--- src/rtl/mat_index_counter.sv ---
// -----------------------------------------------------------------------------
// mat_index_counter
//
// Two-level nested (row, col) index generator that walks a rows x cols tile of
// the dense operand for the sparse-dense multiply datapath. A one-cycle start
// pulse captures the inclusive limits and launches the walk. Indices are then
// presented under a valid/ready handshake. When the final index has been
// accepted, the block pulses done for one cycle and returns to idle.
//
// Parameters
//   ROW_W      width of row index / row_limit
//   COL_W      width of col index / col_limit
//   ROW_MAJOR  1: col is the inner (fast) index, 0: row is the inner index
//
// Ports
//   clk         rising-edge clock
//   reset       synchronous, active-low reset
//   start       begin a tile walk (only honoured while idle)
//   row_limit   last row index, inclusive, captured on accepted start
//   col_limit   last col index, inclusive, captured on accepted start
//   ready       downstream accepts the current index this cycle
//   row, col    current index
//   valid       row/col carry a live index
//   inner_last  current index is the last one of the inner loop
//   tile_last   current index is the final one of the tile
//   beat_cnt    handshakes completed in the current or most recent tile
//   busy        walk in progress (RUN or DONE)
//   done        one-cycle pulse after the final handshake
// -----------------------------------------------------------------------------
module mat_index_counter #(
  parameter int ROW_W     = 10,
  parameter int COL_W     = 10,
  parameter int ROW_MAJOR = 1
) (
  input  logic                   clk,
  input  logic                   reset,
  input  logic                   start,
  input  logic [ROW_W-1:0]       row_limit,
  input  logic [COL_W-1:0]       col_limit,
  input  logic                   ready,
  output logic [ROW_W-1:0]       row,
  output logic [COL_W-1:0]       col,
  output logic                   valid,
  output logic                   inner_last,
  output logic                   tile_last,
  output logic [ROW_W+COL_W-1:0] beat_cnt,
  output logic                   busy,
  output logic                   done
);

  localparam int BEAT_W = ROW_W + COL_W;

  typedef enum logic [1:0] {
    S_IDLE = 2'd0,
    S_RUN  = 2'd1,
    S_DONE = 2'd2
  } state_t;

  state_t              state_q, state_d;
  logic [ROW_W-1:0]    row_q, row_d;
  logic [COL_W-1:0]    col_q, col_d;
  logic [ROW_W-1:0]    row_lim_q, row_lim_d;
  logic [COL_W-1:0]    col_lim_q, col_lim_d;
  logic [BEAT_W-1:0]   beat_q, beat_d;

  logic row_at_lim;
  logic col_at_lim;
  logic inner_at_lim;
  logic outer_at_lim;
  logic handshake;

  assign row_at_lim = (row_q == row_lim_q);
  assign col_at_lim = (col_q == col_lim_q);

  // Loop order only changes which comparator plays the inner role.
  assign inner_at_lim = (ROW_MAJOR != 0) ? col_at_lim : row_at_lim;
  assign outer_at_lim = (ROW_MAJOR != 0) ? row_at_lim : col_at_lim;

  assign valid      = (state_q == S_RUN);
  assign busy       = (state_q != S_IDLE);
  assign done       = (state_q == S_DONE);
  assign inner_last = valid & inner_at_lim;
  assign tile_last  = inner_last & outer_at_lim;
  assign handshake  = valid & ready;

  assign row      = row_q;
  assign col      = col_q;
  assign beat_cnt = beat_q;

  always_comb begin
    // NOTE: every variable gets its hold value first, so no path through the
    // case below can leave one unassigned and infer a latch.
    state_d   = state_q;
    row_d     = row_q;
    col_d     = col_q;
    row_lim_d = row_lim_q;
    col_lim_d = col_lim_q;
    beat_d    = beat_q;

    unique case (state_q)
      S_IDLE: begin
        if (start) begin
          row_lim_d = row_limit;
          col_lim_d = col_limit;
          row_d     = '0;
          col_d     = '0;
          beat_d    = '0;
          state_d   = S_RUN;
        end
      end

      S_RUN: begin
        if (handshake) begin
          // A full 2^ROW_W x 2^COL_W tile wraps the count to 0; termination
          // relies on tile_last, not on the count.
          beat_d = beat_q + 1'b1;
          if (tile_last) begin
            // Final indices stay visible on row/col after the walk.
            state_d = S_DONE;
          end else if (ROW_MAJOR != 0) begin
            if (col_at_lim) begin
              col_d = '0;
              row_d = row_q + 1'b1;
            end else begin
              col_d = col_q + 1'b1;
            end
          end else begin
            if (row_at_lim) begin
              row_d = '0;
              col_d = col_q + 1'b1;
            end else begin
              row_d = row_q + 1'b1;
            end
          end
        end
      end

      S_DONE: begin
        // start is deliberately not looked at here.
        state_d = S_IDLE;
      end

      default: state_d = S_IDLE;
    endcase
  end

  // NOTE: state registers use non-blocking assignments so every flop samples
  // the pre-edge values of all others, independent of statement order.
  always_ff @(posedge clk) begin
    if (!reset) begin
      state_q   <= S_IDLE;
      row_q     <= '0;
      col_q     <= '0;
      row_lim_q <= '0;
      col_lim_q <= '0;
      beat_q    <= '0;
    end else begin
      state_q   <= state_d;
      row_q     <= row_d;
      col_q     <= col_d;
      row_lim_q <= row_lim_d;
      col_lim_q <= col_lim_d;
      beat_q    <= beat_d;
    end
  end

endmodule
--- config.mk ---
export PLATFORM = sky130hd
export DESIGN_NAME = mat_index_counter
export DESIGN_NICKNAME = d
export VERILOG_FILES = /design/src/rtl/mat_index_counter.sv
export SDC_FILE = /design/constraint.sdc
export NUM_CORES = 1
export LEC_CHECK = 0
export BUFFER_PORTS_ARGS = -buffer_cell sky130_fd_sc_hd__buf_2
export CAP_MARGIN = 0
export CORE_AREA = 4 4 83 85
export CTS_CLUSTER_DIAMETER = 80
export CTS_CLUSTER_SIZE = 8
export DETAILED_ROUTE_END_ITERATION = 7
export DIE_AREA = 0 0 87 89
export MAX_ROUTING_LAYER = met4
export PLACE_DENSITY = 0.74
export SLEW_MARGIN = 10
export SYNTH_ARGS = -nofsm -noshare
export SYNTH_HDL_FRONTEND = slang
export SYNTH_SLANG_ARGS = --single-unit
--- constraint.sdc ---
create_clock -name clk -period 3.3 [get_ports clk]
set_input_delay 0.495 -clock clk [delete_from_list [all_inputs] [get_ports clk]]
set_output_delay 0.495 -clock clk [all_outputs]
set_load 0.005 [all_outputs]
==> results of run 1 <==
-- how the worst max path moves through the flow --
stage,end,slack (ns),cells after the start
global placement,col[9],0.76,6
floorplan,tile_last,1.20,5
global route,tile_last,0.49,6
CTS,tile_last,0.58,6
finish,tile_last,0.60,6
detailed placement,col[9],0.67,6
-- per-layer routing --
metal,track usage (%),vias up,routed length (microns)
met5,-,-,0
met4,8.92,0,130
met3,2.86,11,374
met2,29.2,64,3250
met1,24.2,1255,3220
li1,-,1359,-
-- layout make-up --
cell class,instances,area (sq um),area share (%)
inverter,7,26.3,0.727
tap,77,96.3,2.67
timing repair buffer,71,363,10.0
sequential,62,1240,34.3
clock buffer,13,169,4.67
clock inverter,1,5.00,0.138
multi-input combinational,270,1710,47.4
-- stage by stage --
stage	util [%]	cell area, sq um	instances	hold WS, ns
6_report	58.3	3610	501	0.407
5_1_grt	58.3	3610	501	0.413
4_1_cts	58.3	3610	501	0.397
3_5_place_dp	55.5	3440	487	0.471
3_3_place_gp	55.5	3440	487	0.465
2_1_floorplan	-	3060	354	0.455
-- worst max-delay path, cell delays in order (launching register included) --
cell and delay, ns:
dfxtp_1 0.48, xor2_1 0.15, or4_4 0.56, nor4_4 0.36, inv_2 0.06, nor2_2 0.14
buf_2 0.13
-- sequential cells by signal (all words and copies together), names as in the netlist --
name       count
row_lim_q     10
beat_cnt      20
col           10
state_q        2
col_lim_q     10
row           10
-- Yosys cell counts (3+ instances only) --
cell	number
a21boi_0	20
a21oi_1	11
a31oi_1	4
a41o_1	3
and2_1	8
and3_1	10
buf_6	3
clkbuf_1	10
dfxtp_1	62
ha_1	3
inv_1	6
mux2i_1	3
nand2_1	63
nand3_1	12
nand4_1	5
nor2_1	26
nor3_1	3
nor4_1	5
o21ai_0	6
o31ai_1	5
or3_1	5
or4_1	6
xnor2_1	18
xor2_1	21
-- cell families (layout without fill, tap and decap cells) --
group	count (synthesis)	in the layout	share of synthesized area, %
simple gates	165	165	28.6
flops	62	62	40.5
compound gates	60	60	14.1
xor+xnor	39	39	11.2
buf+inv	22	92	3.47
fa+ha+maj	3	3	1.23
mux	3	3	0.981
-- power groups by stage --
stage | clock network (mW) | logic [mW] | registers [mW]
global placement | 0 | 0.182 | 0.801
finish | 0.597 | 0.187 | 0.785
global route | 0.636 | 0.208 | 0.787
CTS | 0.609 | 0.188 | 0.785
detailed placement | 0 | 0.187 | 0.802
floorplan | 0 | 0.144 | 0.798
==> summary.txt, run 1 <==
Outcome
  – Status: finished clean

Synthesis
  – Syn Area/Cell: 8.65 sq um
  – Number of synthesized flops with an enable pin: 0
  – Dominant synthesized flop cell: dfxtp_1
  – Seq/Total Area, Yosys: 40.5%
  – Cells after synthesis: 354
  – Post-synth cell types: 53
  – Largest cells by area after synthesis: dfxtp_1 (41%), nand2_1 (7.7%), xor2_1 (6.0%), xnor2_1 (5.1%), a21boi_0 (4.9%)
  – Post-synth top area share: 40.5%
  – Syn_nets: 381
  – #FFs+latches synth: 62
  – Post-synth top area cell: dfxtp_1
  – Post-synthesis instance area: 3060 sq um
  – Synth async-reset ratio: 0%
  – Yosys Warn Count: 0

Clocking
  – CTS tree: yes
  – H-tree levels: 3
  – Clock latency on the worst-skew pair: 0.33 ns
  – Setup Buffers After CTS: 0
  – Cts repair resizes: 0
  – # hold bufs at CTS: 0
  – TritonCTS Buffers: 9
  – Clk pin slew, worst setup/hold paths: 0.06 ns
  – Clock root cell: clkbuf_8
  – CTS sink count: 62
  – CTS Buffer Depth: 2

Power
  – Leak: 1.57 nW
  – PwrDens: 434 nW/um^2
  – Clock share of power: 38.1%
  – Total design power: 1.57 mW
  – Sw Ratio: 25.7%
  – Cell internal pwr: 1.17 mW
  – Logic pwr share: 11.9%
  – Max VDD drop: 0.234 mV
  – Flop pwr share: 50.0%
  – Switch Pwr: 403 uW

Hold path
  – Worst Hold Class: input port to register
  – Hold worst-path end: col_lim_q[2]
  – Hold-critical path depth: 3
  – Worst Hold Launch: col_limit[2]

Layout
  – Commonest cells after routing, fill and taps aside: buf_2 (68), nand2_1 (63), dfxtp_1 (62)
  – Antenna fix cells: 0
  – Most common cell after layout, fill and taps aside: buf_2
  – Final-layout fill cell count: 581
  – Share of layout cells above drive strength 1: 23.6%
  – Final Net Count: 448
  – Synth-to-Final Area Change: 18.1%

STA
  – Fmax: 370 MHz
  – Final Hold Fails: 0
  – Min setup slack post-route: 0.599 ns
  – Slew margin rel.: 39.7%
  – Final setup viols: 0
  – RSZ-0062 raised after global routing: no
  – Setup TNS: 0 ns
  – Slew @ Worst Pin: 0.905 ns
  – Slew Limit Fails: 0
  – Clk_skew: 0.00685 ns
  – Final Cycle Share: 81.8%
  – Fin crit period: 2.70 ns

Critical path
  – CP max FO: 8
  – Type of element launching the critical path: register
  – Reg2reg end: col[9]
  – Setup crit start: col[3]
  – Worst R2R Path Depth: 5
  – FF-to-FF setup slack: 0.87 ns
  – WP data required: 2.80 ns
  – RR Startpoint: state_q[1]
  – Arrival time worst endpoint: 2.21 ns
  – Worst Setup Path Type: register to output pin
  – Critical path capture point type: output pin

Detailed routing
  – Final ANT Viol Nets: 0
  – # DRC: 0
  – Detailed Route Iter0 Violations: 118
  – Routed vias/inst: 5.37
  – Final WL: 6980 microns
  – Vias: 2689
  – Average wire per standard cell: 13.9 microns
  – First drt pass iteration count: 4

GRT
  – Grt ovf: 0
  – First-pass GRT wire length: 11200 microns
  – Largest net degree at the start of global routing: 32
  – Antenna violations before repair: 0
  – Number of global-route vias before repair: 2381
  – Gr usage total: 18.8%

Placed design
  – GPL Wtd Cong: 0.811
  – Dpl ws: 0.670 ns
  – Port Buffers: 68
  – Post-DP HPWL: 5200 microns

Die
  – Core Region: 6200 sq um
  – Io pins: 69
  – Die H: 89 microns
  – Die W: 87 microns
  – Starting Density: 49.3%
  – Cell Rows: 29
  – Die footprint: 7740 sq um

Job
  – Reported max-cap violation count: 0
No activity file was read; power rests on OpenSTA's default activity.
==> run 2, diff against run 1 <==
- ABC_AREA: default -> 1
- CORE_AREA: 4 4 83 85 -> 4 4 87 89
- DIE_AREA: 0 0 87 89 -> 0 0 91 93
- clock period: 3.3 -> 2.5 ns (I/O delays scaled with it)
==> run 2 against run 1 <==
  * Sequential share of layout area shrank 3.8 points
  * First-iteration DRC count grew 38%
  * Die area grew 9.3%
  * Sequential power grew 34%
  * Register-to-register slack lost 0.58 ns
  * Global-route usage grew 2.3 points
  * Non-clock buffer count grew 4
  * Final area grew 12%
  * Critical path type unchanged
  * Critical endpoint unchanged
==> summary.txt, run 2 <==
Die
  – Die H: 93 microns (was 89 microns)
  – Starting Density: 50.5% (was 49.3%)
  – Io pins: 69 (unchanged)
  – Core Region: 6760 sq um (was 6200 sq um)
  – Die W: 91 microns (was 87 microns)
  – Cell Rows: 30 (was 29)
  – Die footprint: 8460 sq um (was 7740 sq um)

STA
  – Fmax: 428 MHz
  – Final setup viols: 0 (unchanged)
  – Slew margin rel.: 65.1% (was 39.7%)
  – Fin crit period: 2.34 ns
  – Final Cycle Share: 93.6%
  – Slew @ Worst Pin: 0.523 ns (was 0.905 ns)
  – RSZ-0062 raised after global routing: no (unchanged)
  – Setup TNS: 0 ns (unchanged)
  – Slew Limit Fails: 0 (unchanged)
  – Hold WS: 0.286 ns (was 0.407 ns)
  – Final Hold Fails: 0 (unchanged)
  – Clk_skew: 0.00933 ns (was 0.00685 ns)

Synthesis
  – Syn_nets: 543 (was 381)
  – Syn Area/Cell: 6.61 sq um (was 8.65 sq um)
  – Cells after synthesis: 516 (was 354)
  – Post-synth top area cell: dfxtp_1 (unchanged)
  – Post-synthesis instance area: 3410 sq um (was 3060 sq um)
  – Post-synth cell types: 35 (was 53)
  – Seq/Total Area, Yosys: 36.4% (was 40.5%)
  – Commonest cells in the netlist: nand2_1 (133), inv_1 (65), dfxtp_1 (62) (was nand2_1 (63), dfxtp_1 (62), nor2_1 (26))
  – Largest cells by area after synthesis: dfxtp_1 (36%), nand2_1 (15%), inv_1 (7.1%), nor2_1 (6.6%), a21oi_1 (6.0%) (was dfxtp_1 (41%), nand2_1 (7.7%), xor2_1 (6.0%), xnor2_1 (5.1%), a21boi_0 (4.9%))
  – Dominant synthesized flop cell: dfxtp_1 (unchanged)
  – Yosys Warn Count: 0 (unchanged)
  – Number of synthesized flops with an enable pin: 0 (unchanged)
  – Synth async-reset ratio: 0% (unchanged)
  – Post-synth top area share: 36.4% (was 40.5%)
  – #FFs+latches synth: 62 (unchanged)
  – Count leader, synth: nand2_1 (unchanged)

Critical path
  – Worst path most repeated cell: nand2_1
  – CP Cell Sequence: inv_1, nand2_1, nand2_1, nor2_1, nand2_1, nor2_4, nand2_1, nor2_1, buf_2 (was xor2_1, or4_4, nor4_4, inv_2, nor2_2, buf_2)
  – Worst Setup Path Type: register to output pin (unchanged)
  – Type of element launching the critical path: register (unchanged)
  – Arrival time worst endpoint: 1.96 ns (was 2.21 ns)
  – WP data required: 2.12 ns (was 2.80 ns)
  – Critical path capture point type: output pin (unchanged)
  – Cell with the largest stage delay on the worst path: dfxtp_1 (was or4_4)
  – CP max FO: 9 (was 8)
  – CP max stage delay: 0.43 ns (was 0.56 ns)

GRT
  – Largest net degree at the start of global routing: 39 (was 32)
  – Gr usage total: 21.2% (was 18.8%)
  – First-pass GRT wire length: 14400 microns (was 11200 microns)
  – Grt ovf: 0 (unchanged)
  – Antenna violations before repair: 0 (unchanged)
  – Number of global-route vias before repair: 3211 (was 2381)

Hold path
  – Worst Hold Class: input port to register (unchanged)

Detailed routing
  – Routed vias/inst: 5.17 (was 5.37)
  – Top sig layer: met4 (unchanged)
  – Average wire per standard cell: 12.7 microns (was 13.9 microns)
  – WL met1: 3970 microns (was 3220 microns)
  – Final WL: 8550 microns (was 6980 microns)
  – Detailed Route Iter0 Violations: 163 (was 118)
  – # DRC: 0 (unchanged)
  – Vias: 3469 (was 2689)
  – Final ANT Viol Nets: 0 (unchanged)
  – First drt pass iteration count: 6 (was 4)
  – Met2 Wirelength: 3910 microns (was 3250 microns)
  – Met3 WL post-DR: 555 microns (was 374 microns)

Layout
  – Footprint of the multi-input gates: 1820 sq um (was 1710 sq um)
  – Antenna fix cells: 0 (unchanged)
  – Commonest cells after routing, fill and taps aside: nand2_1 (133), buf_2 (68), inv_1 (65) (was buf_2 (68), nand2_1 (63), dfxtp_1 (62))
  – FF+latch area: 1240 sq um (unchanged)
  – Share of layout cells above drive strength 1: 21.0% (was 23.6%)
  – Synth-to-Final Area Change: 19.1% (was 18.1%)
  – Final Net Count: 613 (was 448)
  – Max FFs per register: 20 (unchanged)
  – Most common cell after layout, fill and taps aside: nand2_1 (was buf_2)
  – Final-layout fill cell count: 649 (was 581)

Clocking
  – # hold bufs at CTS: 0 (unchanged)
  – TritonCTS Buffers: 9 (unchanged)
  – Clk pin slew, worst setup/hold paths: 0.07 ns (was 0.06 ns)
  – Clock root cell: clkbuf_8 (unchanged)
  – Setup Buffers After CTS: 0 (unchanged)
  – Cts repair resizes: 0 (unchanged)
  – CTS Buffer Depth: 2 (unchanged)
  – Clock latency on the worst-skew pair: 0.34 ns (was 0.33 ns)
  – CTS sink count: 62 (unchanged)
  – H-tree levels: 3 (unchanged)
  – CTS tree: yes (unchanged)

Power
  – Max VDD drop: 0.426 mV (was 0.234 mV)
  – PwrDens: 602 nW/um^2 (was 434 nW/um^2)
  – Leak: 1.80 nW (was 1.57 nW)

Placed design
  – Post-DP HPWL: 6210 microns (was 5200 microns)
  – GPL Wtd Cong: 0.925 (was 0.811)
  – Port Buffers: 68 (unchanged)

Outcome
  – Status: finished clean (unchanged)

Job
  – Reported max-cap violation count: 0 (unchanged)
## run 2: logic make-up (layout without fill, tap and decap cells)
kind of cell    Yosys count  after routing  synth area share (%)
flops                    62             62                  36.4
simple gates            262            262                  34.2
xor+xnor                 15             15                  3.85
buf+inv                  87            162                  10.4
fa+ha+maj                 3              3                  1.10
compound gates           87             87                  14.0
## run 2: worst paths after layout
check	slack, ns	end	start	cells past startpoint
max	0.16	tile_last	col[8]	9
min	0.29	col_lim_q[7]	col_limit[7]	3
max reg2reg	0.29	col[7]	col[8]	11
min reg2reg	0.47	col_lim_q[6]	col_lim_q[6]	2
## run 2: per-stage QoR
| stage | utilization (%) | power, mW | std cells | area [sq um] | setup WS, ns |
|---|---|---|---|---|---|
| floorplan | - | 1.28 | 516 | 3410 | 0.891 |
| global placement | 56.5 | 1.35 | 655 | 3820 | 0.373 |
| detailed placement | 56.5 | 1.35 | 655 | 3820 | 0.370 |
| CTS | 60.2 | 2.46 | 671 | 4070 | 0.179 |
| global route | 60.2 | 2.55 | 671 | 4070 | 0.0397 |
| finish | 60.2 | 2.45 | 671 | 4070 | 0.161 |
## run 2: routing by layer
layer	global-route usage (%)	vias to the layer above
met4	8.54	0
met5	-	-
met2	34.1	119
met1	26.9	1554
met3	3.14	14
li1	-	1782
## run 2: layout make-up
class / count / share of cell area, %
multi-input combinational: 367 / 44.7
sequential: 62 / 30.5
timing repair buffer: 75 / 9.66
inverter: 71 / 6.55
clock buffer: 13 / 3.91
tap: 80 / 2.46
clock inverter: 3 / 2.22
## run 2: worst max-delay path: cells and delay by family (launching register included)
kind / cells / cell delay [ns]
buffers and inverters: 2 / 0.26
flip-flops: 1 / 0.43
AND/OR/NAND/NOR: 7 / 0.93
## run 2: power by group
| part | internal [mW] | switching, mW |
|---|---|---|
| logic | 0.0950 | 0.192 |
| clock network | 0.719 | 0.396 |
| registers | 1.02 | 0.0241 |
